**src/rtl/sdram_burst_arbiter.sv**
```systemverilog
// Burst scheduler for the shared SDRAM frame buffer: camera writes vs VGA reads.
// Optional write-starvation guard enabled by defining SDRAM_ARB_STARVE_GUARD_EN.
module sdram_burst_arbiter #(
  parameter int ADDR_W       = 23,
  parameter int WR_BASE      = 0,
  parameter int RD_BASE      = 0,
  parameter int FRAME_WORDS  = 307200,
  parameter int BURST_LEN    = 256,
  parameter int FIFO_AW      = 9,
  parameter int STARVE_LIMIT = 4
) (
  input  logic              iCLK,
  input  logic              iRST,
  input  logic              iWR_LOAD,
  input  logic              iRD_LOAD,
  input  logic [FIFO_AW:0]  iWR_FIFO_USED,
  input  logic [FIFO_AW:0]  iRD_FIFO_USED,
  output logic              oCMD_VALID,
  output logic              oCMD_WRITE,
  output logic [ADDR_W-1:0] oCMD_ADDR,
  output logic [8:0]        oCMD_LEN,
  input  logic              iCMD_ACK,
  input  logic              iCMD_DONE,
  output logic              oWR_FRAME_DONE,
  output logic              oRD_FRAME_DONE,
  output logic              oBUSY
);

  localparam int PW = ADDR_W + 1;
  localparam logic [PW-1:0] WR_END = PW'(WR_BASE) + PW'(FRAME_WORDS);
  localparam logic [PW-1:0] RD_END = PW'(RD_BASE) + PW'(FRAME_WORDS);
  localparam logic [PW-1:0] BL_P = PW'(BURST_LEN);
  localparam logic [FIFO_AW:0] BL_F = (FIFO_AW+1)'(BURST_LEN);
  localparam logic [ADDR_W-1:0] WR_B = ADDR_W'(WR_BASE);
  localparam logic [ADDR_W-1:0] RD_B = ADDR_W'(RD_BASE);

  typedef enum logic [1:0] {IDLE, REQ, BUSY} state_t;

  state_t state, state_n;

  logic [ADDR_W-1:0] wr_ptr, rd_ptr;
  logic [ADDR_W-1:0] sel_ptr, cur_ptr;
  logic [PW-1:0] sel_end, cur_end, remain, adv;
  logic [8:0] len_n;
  logic wr_req, rd_req, any_req;
  logic grant_wr, ack_fire, wrap;

`ifdef SDRAM_ARB_STARVE_GUARD_EN
  localparam int SW = $clog2(STARVE_LIMIT + 1);
  logic [SW-1:0] starve_cnt;
`endif

  always_comb begin
    wr_req  = iWR_FIFO_USED >= BL_F;
    rd_req  = iRD_FIFO_USED < BL_F;
    any_req = wr_req || rd_req;
`ifdef SDRAM_ARB_STARVE_GUARD_EN
    grant_wr = wr_req &&
      (!rd_req || starve_cnt == SW'(STARVE_LIMIT));
`else
    grant_wr = wr_req && !rd_req;
`endif
    sel_ptr = grant_wr ? wr_ptr : rd_ptr;
    sel_end = grant_wr ? WR_END : RD_END;
    remain  = sel_end - {1'b0, sel_ptr};
    len_n   = (remain < BL_P) ? remain[8:0] : BL_P[8:0];
    // advance from the live pointer so an earlier reload is honoured
    cur_ptr  = oCMD_WRITE ? wr_ptr : rd_ptr;
    cur_end  = oCMD_WRITE ? WR_END : RD_END;
    adv      = {1'b0, cur_ptr} + PW'(oCMD_LEN);
    wrap     = adv == cur_end;
    ack_fire = (state == REQ) && iCMD_ACK;
  end

  always_comb begin
    state_n = state;
    unique case (state)
      IDLE: if (any_req) state_n = REQ;
      REQ: if (iCMD_ACK) state_n = iCMD_DONE ? IDLE : BUSY;
      BUSY: if (iCMD_DONE) state_n = IDLE;
      default: state_n = IDLE;
    endcase
  end

  assign oBUSY = state != IDLE;

  always_ff @(posedge iCLK or posedge iRST) begin
    if (iRST) state <= IDLE;
    else state <= state_n;
  end

  always_ff @(posedge iCLK or posedge iRST) begin
    if (iRST) begin
      oCMD_VALID     <= 1'b0;
      oCMD_WRITE     <= 1'b0;
      oCMD_ADDR      <= '0;
      oCMD_LEN       <= '0;
      oWR_FRAME_DONE <= 1'b0;
      oRD_FRAME_DONE <= 1'b0;
      wr_ptr         <= WR_B;
      rd_ptr         <= RD_B;
`ifdef SDRAM_ARB_STARVE_GUARD_EN
      starve_cnt     <= '0;
`endif
    end else begin
      oWR_FRAME_DONE <= 1'b0;
      oRD_FRAME_DONE <= 1'b0;
      if (state == IDLE && any_req) begin
        oCMD_VALID <= 1'b1;
        oCMD_WRITE <= grant_wr;
        oCMD_ADDR  <= sel_ptr;
        oCMD_LEN   <= len_n;
`ifdef SDRAM_ARB_STARVE_GUARD_EN
        if (grant_wr)
          starve_cnt <= '0;
        else if (wr_req && starve_cnt != SW'(STARVE_LIMIT))
          starve_cnt <= starve_cnt + 1'b1;
`endif
      end
      if (ack_fire) begin
        oCMD_VALID <= 1'b0;
        if (oCMD_WRITE) begin
          wr_ptr         <= wrap ? WR_B : adv[ADDR_W-1:0];
          oWR_FRAME_DONE <= wrap && !iWR_LOAD;
        end else begin
          rd_ptr         <= wrap ? RD_B : adv[ADDR_W-1:0];
          oRD_FRAME_DONE <= wrap && !iRD_LOAD;
        end
      end
      // reload wins over a same-cycle advance
      if (iWR_LOAD) wr_ptr <= WR_B;
      if (iRD_LOAD) rd_ptr <= RD_B;
    end
  end

endmodule

```
**config.mk**
```make
export PLATFORM = sky130hd
export DESIGN_NAME = sdram_burst_arbiter
export DESIGN_NICKNAME = d
export VERILOG_FILES = /design/src/rtl/sdram_burst_arbiter.sv
export SDC_FILE = /design/constraint.sdc
export NUM_CORES = 1
export LEC_CHECK = 0
export BUFFER_PORTS_ARGS = -buffer_cell sky130_fd_sc_hd__clkbuf_2
export CORE_UTILIZATION = 45
export CTS_BUF_LIST = sky130_fd_sc_hd__clkbuf_4 sky130_fd_sc_hd__clkbuf_8 sky130_fd_sc_hd__clkbuf_16
export DETAILED_ROUTE_END_ITERATION = 6
export PLACE_DENSITY = 0.75
export SYNTH_ARGS = -nofsm -noshare
export SYNTH_HDL_FRONTEND = slang
export SYNTH_SLANG_ARGS = --single-unit
```
**constraint.sdc**
```tcl
create_clock -name iCLK -period 4.3 [get_ports iCLK]
set_clock_uncertainty 0.15 [all_clocks]
set_input_delay 0.43 -clock iCLK [delete_from_list [all_inputs] [get_ports iCLK]]
set_output_delay 0.43 -clock iCLK [all_outputs]
set_load 0.1 [all_outputs]
```
# ---- Yosys cells after proc, flatten, opt, wreduce, memory -nomap -nowiden
# Cells that the tools add are included.
dict set report word_totals {
  regBits 84
  input_bits 26
  out_inout_bits 37
}
dict set report op_classes {
  muxes 21
  eq_ne 7
  reduce_logical 18
  addsub 2
  magnitude_cmp 3
}
# operator count
set ops {}
lappend ops {{23-bit 2-to-1 mux} 9}
lappend ops {{23-bit by 9-bit adder with 24-bit output} 1}
lappend ops {{24-bit by 19-bit equality test with 1-bit output (second input constant)} 1}
lappend ops {{24-bit by 9-bit less-than comparator with 1-bit output (second input constant)} 1}
lappend ops {{19-bit by 23-bit subtractor with 24-bit output (first input constant)} 1}
lappend ops {{10-bit by 9-bit greater-or-equal comparator with 1-bit output (second input constant)} 1}
lappend ops {{10-bit by 9-bit less-than comparator with 1-bit output (second input constant)} 1}
lappend ops {{2-bit nonzero test} 5}
lappend ops {{9-bit 2-to-1 mux} 1}
lappend ops {{2-bit 2-to-1 mux} 4}
lappend ops {{2-bit != test (second input constant)} 4}
lappend ops {{1-bit 2-to-1 mux} 6}
lappend ops {{2-bit one-hot mux with 3 select lines} 1}
lappend ops {{1-bit logical AND} 5}
lappend ops {{2-bit AND reduction} 2}
lappend ops {{1-bit logical NOT} 3}
lappend ops {{3-bit AND reduction} 1}
lappend ops {{2-bit by 1-bit equality test with 1-bit output (second input constant)} 1}
lappend ops {{2-bit equality test (second input constant)} 1}
lappend ops {{2-bit logical NOT} 1}
lappend ops {{1-bit logical OR} 1}

# ---- Depth between registers and ports, before layout
# Gate-level depths: netlist of run 1.
dict set report depth {
  depth_word 7
  depth_mapped 17
  mapped_depth_nobuf 12
}

# ---- Worst setup path before layout of run 1
# OpenSTA, ideal clock, no wires.
dict set report synth_timing {
  path_type {register -> register}
  start {reg oCMD_WRITE}
  end {reg wr_ptr[15]}
  path_slack_ns -0.816
  period_less_slack_ns 5.116
  arrival_ns 4.828
  required_time_ns 4.012
  stages_incl_launch_ff 18
  path_cell_list {dfrtp_1 -> buf_4 -> buf_6 -> buf_2 -> buf_1 -> buf_1 -> mux2_2 -> ha_1 -> inv_1 -> fa_1 -> nor2b_4 -> o2111a_2 -> o41ai_4 -> xor2_2 -> o2111ai_1 -> or2_1 -> nor4_4 -> o22ai_1}
}
dict set report synth_via {
  elab_chain_cells 7
}
# item line
set synth_rtl {}
lappend synth_rtl {{from (decl)} 19} ;# output logic oCMD_WRITE,
lappend synth_rtl {{from (signal assigned)} 110} ;# oCMD_WRITE <= grant_wr;
lappend synth_rtl {{23-bit 2-to-1 mux} 68} ;# cur_ptr = oCMD_WRITE ? wr_ptr : rd_ptr;
lappend synth_rtl {{23-bit by 9-bit adder with 24-bit output} 70} ;# adv = {1'b0, cur_ptr} + PW'(oCMD_LEN);
lappend synth_rtl {{24-bit by 19-bit equality test with 1-bit output} 71} ;# wrap = adv == cur_end;
lappend synth_rtl {{23-bit 2-to-1 mux} 123} ;# wr_ptr <= wrap ? WR_B : adv[ADDR_W-1:0];
lappend synth_rtl {{23-bit 2-to-1 mux} 122} ;# if (oCMD_WRITE) begin
lappend synth_rtl {{23-bit 2-to-1 mux} 120} ;# if (ack_fire) begin
lappend synth_rtl {{23-bit 2-to-1 mux} 131} ;# if (iWR_LOAD) wr_ptr <= WR_B;
lappend synth_rtl {{to (signal assigned)} 123}
lappend synth_rtl {{to (decl)} 41} ;# logic [ADDR_W-1:0] wr_ptr, rd_ptr;
# Parallel ways exist; a longest one is shown, timed or not. The select of a mux whose other input is x is not followed.
# A chain may end at the register's enable or synchronous reset.

# ---- Final worst setup path of run 1
# Ends and elaborated chain as after synthesis.

==> impl_results.md, run 1 <==
* IO Port Bufs at 46
* DP Wirelength at ~11,000 microns
* Final Cell Area at 6324 sq um
* Final #Nets at roughly 730
* FP Rows at 40
* Worst-path clk slew at 60 ps
* RSZ-0062 raised after global routing: false
* Final setup viols at 0
* FFs w/ async S/R, synth at 1.000
* Global-route wire length before repair at around 25,000 microns
* Core area at 12,160 sq um
* Commonest cells after routing, fill and taps aside: nand2_1 (125), dfrtp_1 (83), nor2_1 (48), a21oi_1 (48), clkbuf_2 (46)
* Minimum clock period at around 3900 ps
* Initial Util at 0.4678
* CTS root buf: clkbuf_16
* P&R area growth vs syn at 11.15%
* Slowest cell on crit path: dfrtp_2
* DRC violations left at 0
* Pwr dens at around 360 nW/um^2
* Placement Cell Area at 6035 sq um
* Crit-path cells: mux2_2 > ha_1 > inv_1 > fa_1 > nor2b_4 > o211ai_1 > a21oi_2 > o2111ai_1 > xor2_1 > nand4b_1 > a31oi_1 > o22ai_1
* Rel. slew slack at 0.3131
* Required @ worst endpoint at 4350 ps
* Final wirelength at 15,170 microns
* RR Endpoint: wr_ptr[15]
* Synth Register Bits at 84
* Routability cong. at between 0.9 and 1
* Vias at just over 5,000
* Via density at between 5 and 6
* Ant diodes at 0
* Crit share post-route at 0.8968
* GR Util All Layers at 0.2441
* R2R Path Start: oCMD_WRITE
* Post-synth top flop: dfrtp_1
* Final antenna-violating net count at 0
* Mapped Nets at 710
* Yosys warns at 0
* Fraction of layout cells with a size suffix above 1 at 0.1500
* Pins Over Slew Limit at 0
* Post-synth top area cell: dfrtp_1
* DR WL/cell at between 15 and 20 microns
* Startpoint types: flip-flop
* Sequential share of the synthesized area at 0.3695
* Clock Sinks at between 80 and 90
* Post CTS Setup Buffer Count at 0
* Die Area at between 10,000 and 15,000 sq um
* Worst skew pair latency at 350 ps
* Reported max-cap violation count at 0
* Most common cell after layout, fill and taps aside: nand2_1
* Post-synth EDFFs at 0
* Largest net degree at the start of global routing at 57
* Detailed Route Iter0 Violations at 475
* # IOs at between 60 and 70
* Fmax at 0.2593 GHz
* Worst R2R Path Depth at 12
* Worst Hold Class: in -> async
* Worst vdd ir at 0.0002068 V
* Total gr overflow at 0
* Family with the most delay on the worst path: compound AO/OA/AOI/OAI gates
* Die Wd at approximately 110 microns
* Levels on crit path at 12
* Critical path class: reg -> reg
* Fin Setup TNS at 0 ps
* CP Capture Type: flip-flop
* DRT Pass-1 Iters at 5
* Hold buffer count at CTS at 0
* Synth top area share at 0.3695
* Mean Syn Cell Area at about 8.5 sq um
* Die H at 114.4 microns
* Bufs and invs on worst path at 1
* Total Power at approximately 0.0023 W
* Cell count after synthesis at about 670
* CP max stage delay at ~510 ps
* Initial antenna violation count at 0
* Data arrival, critical path at around 3900 ps
* Count of final hold-check violations at 0
* Yosys cell types at 72
* Least-Margin Pin Slew at a little over 1000 ps
* H-tree Lvls at 3
* Syn Std Cell Area at 5689 sq um
* FF-to-FF setup slack at ~440 ps
* CTS-repair resized insts at 0
* Lkg Pwr at about 2.8 nW
* Vias in the first global route at 4,891
* Synth top area cells: dfrtp_1 (37%), nand2_1 (8.2%), mux2i_1 (6.5%)
* Clk buf depth at 2
* Max FO, Critical Path at 10
* Num CTS Buffers at 9
* CTS tree: built
* Outcome: finished clean
[cells in the mapped netlist, types with 4 or more instances]
cell	number
mux2i_1	37
o21ai_0	36
a21oi_1	48
and3_1	4
a211oi_1	7
mux2_2	11
nand3_1	14
nor3b_1	6
nor3_1	11
buf_1	7
nor2_1	48
nand2b_1	4
ha_1	10
o2111ai_1	4
inv_1	19
clkbuf_1	24
nand4b_1	4
dfrtp_1	84
o21ai_1	20
o211ai_1	4
buf_2	8
nor4_1	7
xnor2_1	15
and2_1	7
nand3b_1	6
xor2_1	16
nand2_1	125
a31oi_1	14
nand4_1	7
[where the power goes]
group	total (W)	internal (W)	switching, W
sequential	0.000883	0.000823	0.0000605
clock	0.000752	0.000423	0.000329
combinational	0.000634	0.000164	0.000470
[per-stage QoR]
step	hold WS [ps]	utilization	cells	worst slack, ps
final	79.84	0.5200	868	443.7
after detailed placement	319.9	0.4962	852	522.1
after global placement	310.3	0.4962	852	634.4
after CTS	79.59	0.5200	868	499.8
after floorplan	333.2	-	673	33.77
after global routing	82.11	0.5200	868	233.9
[worst reg2reg max path, stage by stage (launching register included)]
cell       delay (ps)
dfrtp_2           510
mux2_2            270
ha_1              170
inv_1              70
fa_1              440
nor2b_4           160
o211ai_1          120
a21oi_2           360
o2111ai_1         180
xor2_1            380
nand4b_1          480
a31oi_1           310
o22ai_1           100
[cells by family after synthesis]
kind of cell               share of synthesized area
and+or+nand+nor                               0.2171
AOI/OAI and AO/OA                             0.2010
muxes                                        0.09083
DFF                                           0.3695
xor gates and xnor gates                     0.05058
buffers and inverters                        0.04552
adders and majority gates                    0.02551
[worst max path at each step]
stage	end	from
2_1_floorplan	wr_ptr[15]	oCMD_WRITE
3_3_place_gp	wr_ptr[15]	oCMD_WRITE
3_5_place_dp	wr_ptr[15]	oCMD_WRITE
4_1_cts	wr_ptr[15]	oCMD_WRITE
5_1_grt	wr_ptr[15]	oCMD_WRITE
6_report	wr_ptr[15]	oCMD_WRITE
[metal layers]
| layer | part of all wire | track usage | routed length (microns) |
|---|---|---|---|
| met1 | 0.44 | 0.3264 | 6609 |
| met2 | 0.47 | 0.3895 | 7120 |
| met3 | 0.075 | 0.04976 | 1135 |
| met4 | 0.020 | 0.09264 | 305 |
| met5 | 0 | 0 | 0 |
[flip-flops by register name (all words and copies together), names as in the netlist]
| name | cells |
|---|---|
| state | 2 |
| oCMD_WRITE | 1 |
| oRD_FRAME_DONE | 1 |
| wr_ptr | 23 |
| oCMD_ADDR | 23 |
| oWR_FRAME_DONE | 1 |
| oCMD_VALID | 1 |
| rd_ptr | 23 |
| oCMD_LEN | 9 |
[area by class of cell]
type                       instances  area, sq um
multi-input combinational        527         3358
timing repair buffer              54        290.3
sequential                        84         2103
clock inverter                     5        36.28
inverter                          19        72.57
tap                              168        210.2
fill                            1114         5838
clock buffer                      11        252.7
Note: power is estimated with default switching activity, not from simulation.
==> run 2: changes to the inputs <==
- CELL_PAD_IN_SITES_DETAIL_PLACEMENT: default -> 0
- CELL_PAD_IN_SITES_GLOBAL_PLACEMENT: default -> 1
- CORE_UTILIZATION: 45 -> 41
- PLACE_DENSITY: 0.75 -> 0.87
==> impl_results.md, run 2 (same netlist as run 1, synthesis figures left out) <==
* Initial Util at 0.4246
* Critical path class: reg -> reg
* Final setup viols at 0
* DP Wirelength at 11,160 microns
* Lkg Pwr at between 2 and 3 nW
* Post CTS Setup Buffer Count at 0
* Slowest cell on crit path: dfrtp_2
* Most common cell after layout, fill and taps aside: nand2_1
* Total Power at about 0.0024 W
* Routability cong. at approximately 0.93
* Violated checks: hold timing
* DRT Pass-1 Iters at 5
* Largest net degree at the start of global routing at 58
* Die H at 119.8 microns
* RSZ-0062 raised after global routing: false
* CTS tree: built
* Clock Sinks at 84
* Ant diodes at 0
* Fraction of layout cells with a size suffix above 1 at 0.1488
* DR WL/cell at 17.65 microns
* Minimum clock period at about 4100 ps
* Count of final hold-check violations at 27
* Startpoint types: flip-flop
* Fmax at about 0.24 GHz
* Global-route wire length before repair at 25,330 microns
* CTS-repair resized insts at 0
* Pwr dens at around 370 nW/um^2
* Commonest cells after routing, fill and taps aside: nand2_1 (125), dfrtp_1 (83), nor2_1 (48), a21oi_1 (48), clkbuf_2 (46)
* Initial antenna violation count at 0
* Vias in the first global route at slightly below 5,000
* Vias at 5,105
* Detailed Route Iter0 Violations at ~560
* Via density at 5.834
* Outcome: finished, violations left
* Die Area at about 14,000 sq um
* Fin Setup TNS at 0 ps
* Worst vdd ir at around 0.00021 V
* IO Port Bufs at 46
* GR Util All Layers at 0.2236
* CP max stage delay at between 600 and 700 ps
* P&R area growth vs syn at 11.94%
* Final wirelength at roughly 15,000 microns
* FP Rows at 42
* Rel. slew slack at 0.2520
* CTS root buf: clkbuf_16
* Data arrival, critical path at 4120 ps
* Final antenna-violating net count at 0
* Crit-path cells: mux2_2 > ha_1 > inv_1 > fa_1 > nor2b_4 > o211ai_1 > a21oi_2 > o2111ai_1 > xor2_1 > nand4b_1 > a31oi_1 > o22ai_1
* DRC violations left at 0
* DP Cell Count at ~860
* Required @ worst endpoint at around 4300 ps
* Worst-path clk slew at around 60 ps
* Max FO, Critical Path at 19
* Num CTS Buffers at 9
* Finished Layout Cells at roughly 900
* Total gr overflow at 0
* Post-placement setup slack at between 300 and 400 ps
* Hold buffer count at CTS at 0
* Final #Nets at 731
* Leading registers by flop count: oCMD_ADDR: 23 flops, rd_ptr: 23 flops, wr_ptr: 23 flops
* Least-Margin Pin Slew at about 1100 ps
* CP Capture Type: flip-flop
* H-tree Lvls at 3
* Worst Hold Class: in -> async
* Die Wd at between 100 and 150 microns
* FILL cells at around 1,300
* Reported max-cap violation count at 0
* Pins Over Slew Limit at 0
* Core area at about 13,000 sq um
* # IOs at 63
* Worst skew pair latency at around 340 ps
* Crit share post-route at 0.9496
* Final worst slack at roughly 220 ps
* Hold_ws at -22.20 ps
* Clk buf depth at 2
-- run 2: cell count changes in the layout (fill, tap and decap cells not counted), sizes merged --
cell / previous run / this run
bufinv: 0 / 2
clkinvlp: 3 / 1
buf: 8 / 7
-- run 2: power breakdown --
group / internal (W) / switching (W)
logic: 0.000165 / 0.000459
registers: 0.000823 / 0.0000691
clock network: 0.000534 / 0.000328
-- run 2: worst paths after layout --
| path | start | to | slack, ps | cells after the start |
|---|---|---|---|---|
| worst min register to register | oCMD_ADDR[5] | oCMD_ADDR[5] | 320 | 2 |
| worst max-delay path | oCMD_WRITE | wr_ptr[15] | 220 | 12 |
| min in group iCLK | iCMD_DONE | state[1] | 80 | 2 |
| worst max register to register | oCMD_WRITE | wr_ptr[15] | 220 | 12 |
| worst min-delay path | iRST | oCMD_ADDR[3] | -20 | 2 |
| max in group asynchronous | iRST | oWR_FRAME_DONE | 2980 | 3 |
-- run 2: stage by stage --
step | utilization | instance area (sq um)
floorplan | - | 5717
global placement | 0.4505 | 6037
detailed placement | 0.4505 | 6037
CTS | 0.4753 | 6369
global route | 0.4753 | 6369
finish | 0.4753 | 6369
-- run 2: worst max-delay path: cells and delay by family, from the launching register on --
family / cells / cell delay, ps
flops: 1 / 640
mux: 1 / 240
compound gates: 5 / 1160
buf+inv: 1 / 60
simple gates: 2 / 660
xor+xnor: 1 / 410
fa+ha+maj: 2 / 600
-- run 2: metal layers --
layer	share of wire	GRT usage
met1	0.45	0.3021
met2	0.47	0.3591
met3	0.057	0.03612
met4	0.017	0.08359
met5	0	0
-- run 2: area by class of cell --
type                            instances  area, sq um  share of cell area
Sequential cell                        84         2103              0.3303
Clock inverter                          5        85.08             0.01336
Timing Repair Buffer                   53        282.8             0.04440
Tap cell                              176        220.2             0.03458
Multi-Input combinational cell        527         3358              0.5273
Clock buffer                           11        246.5             0.03870
Inverter                               19        72.57             0.01139
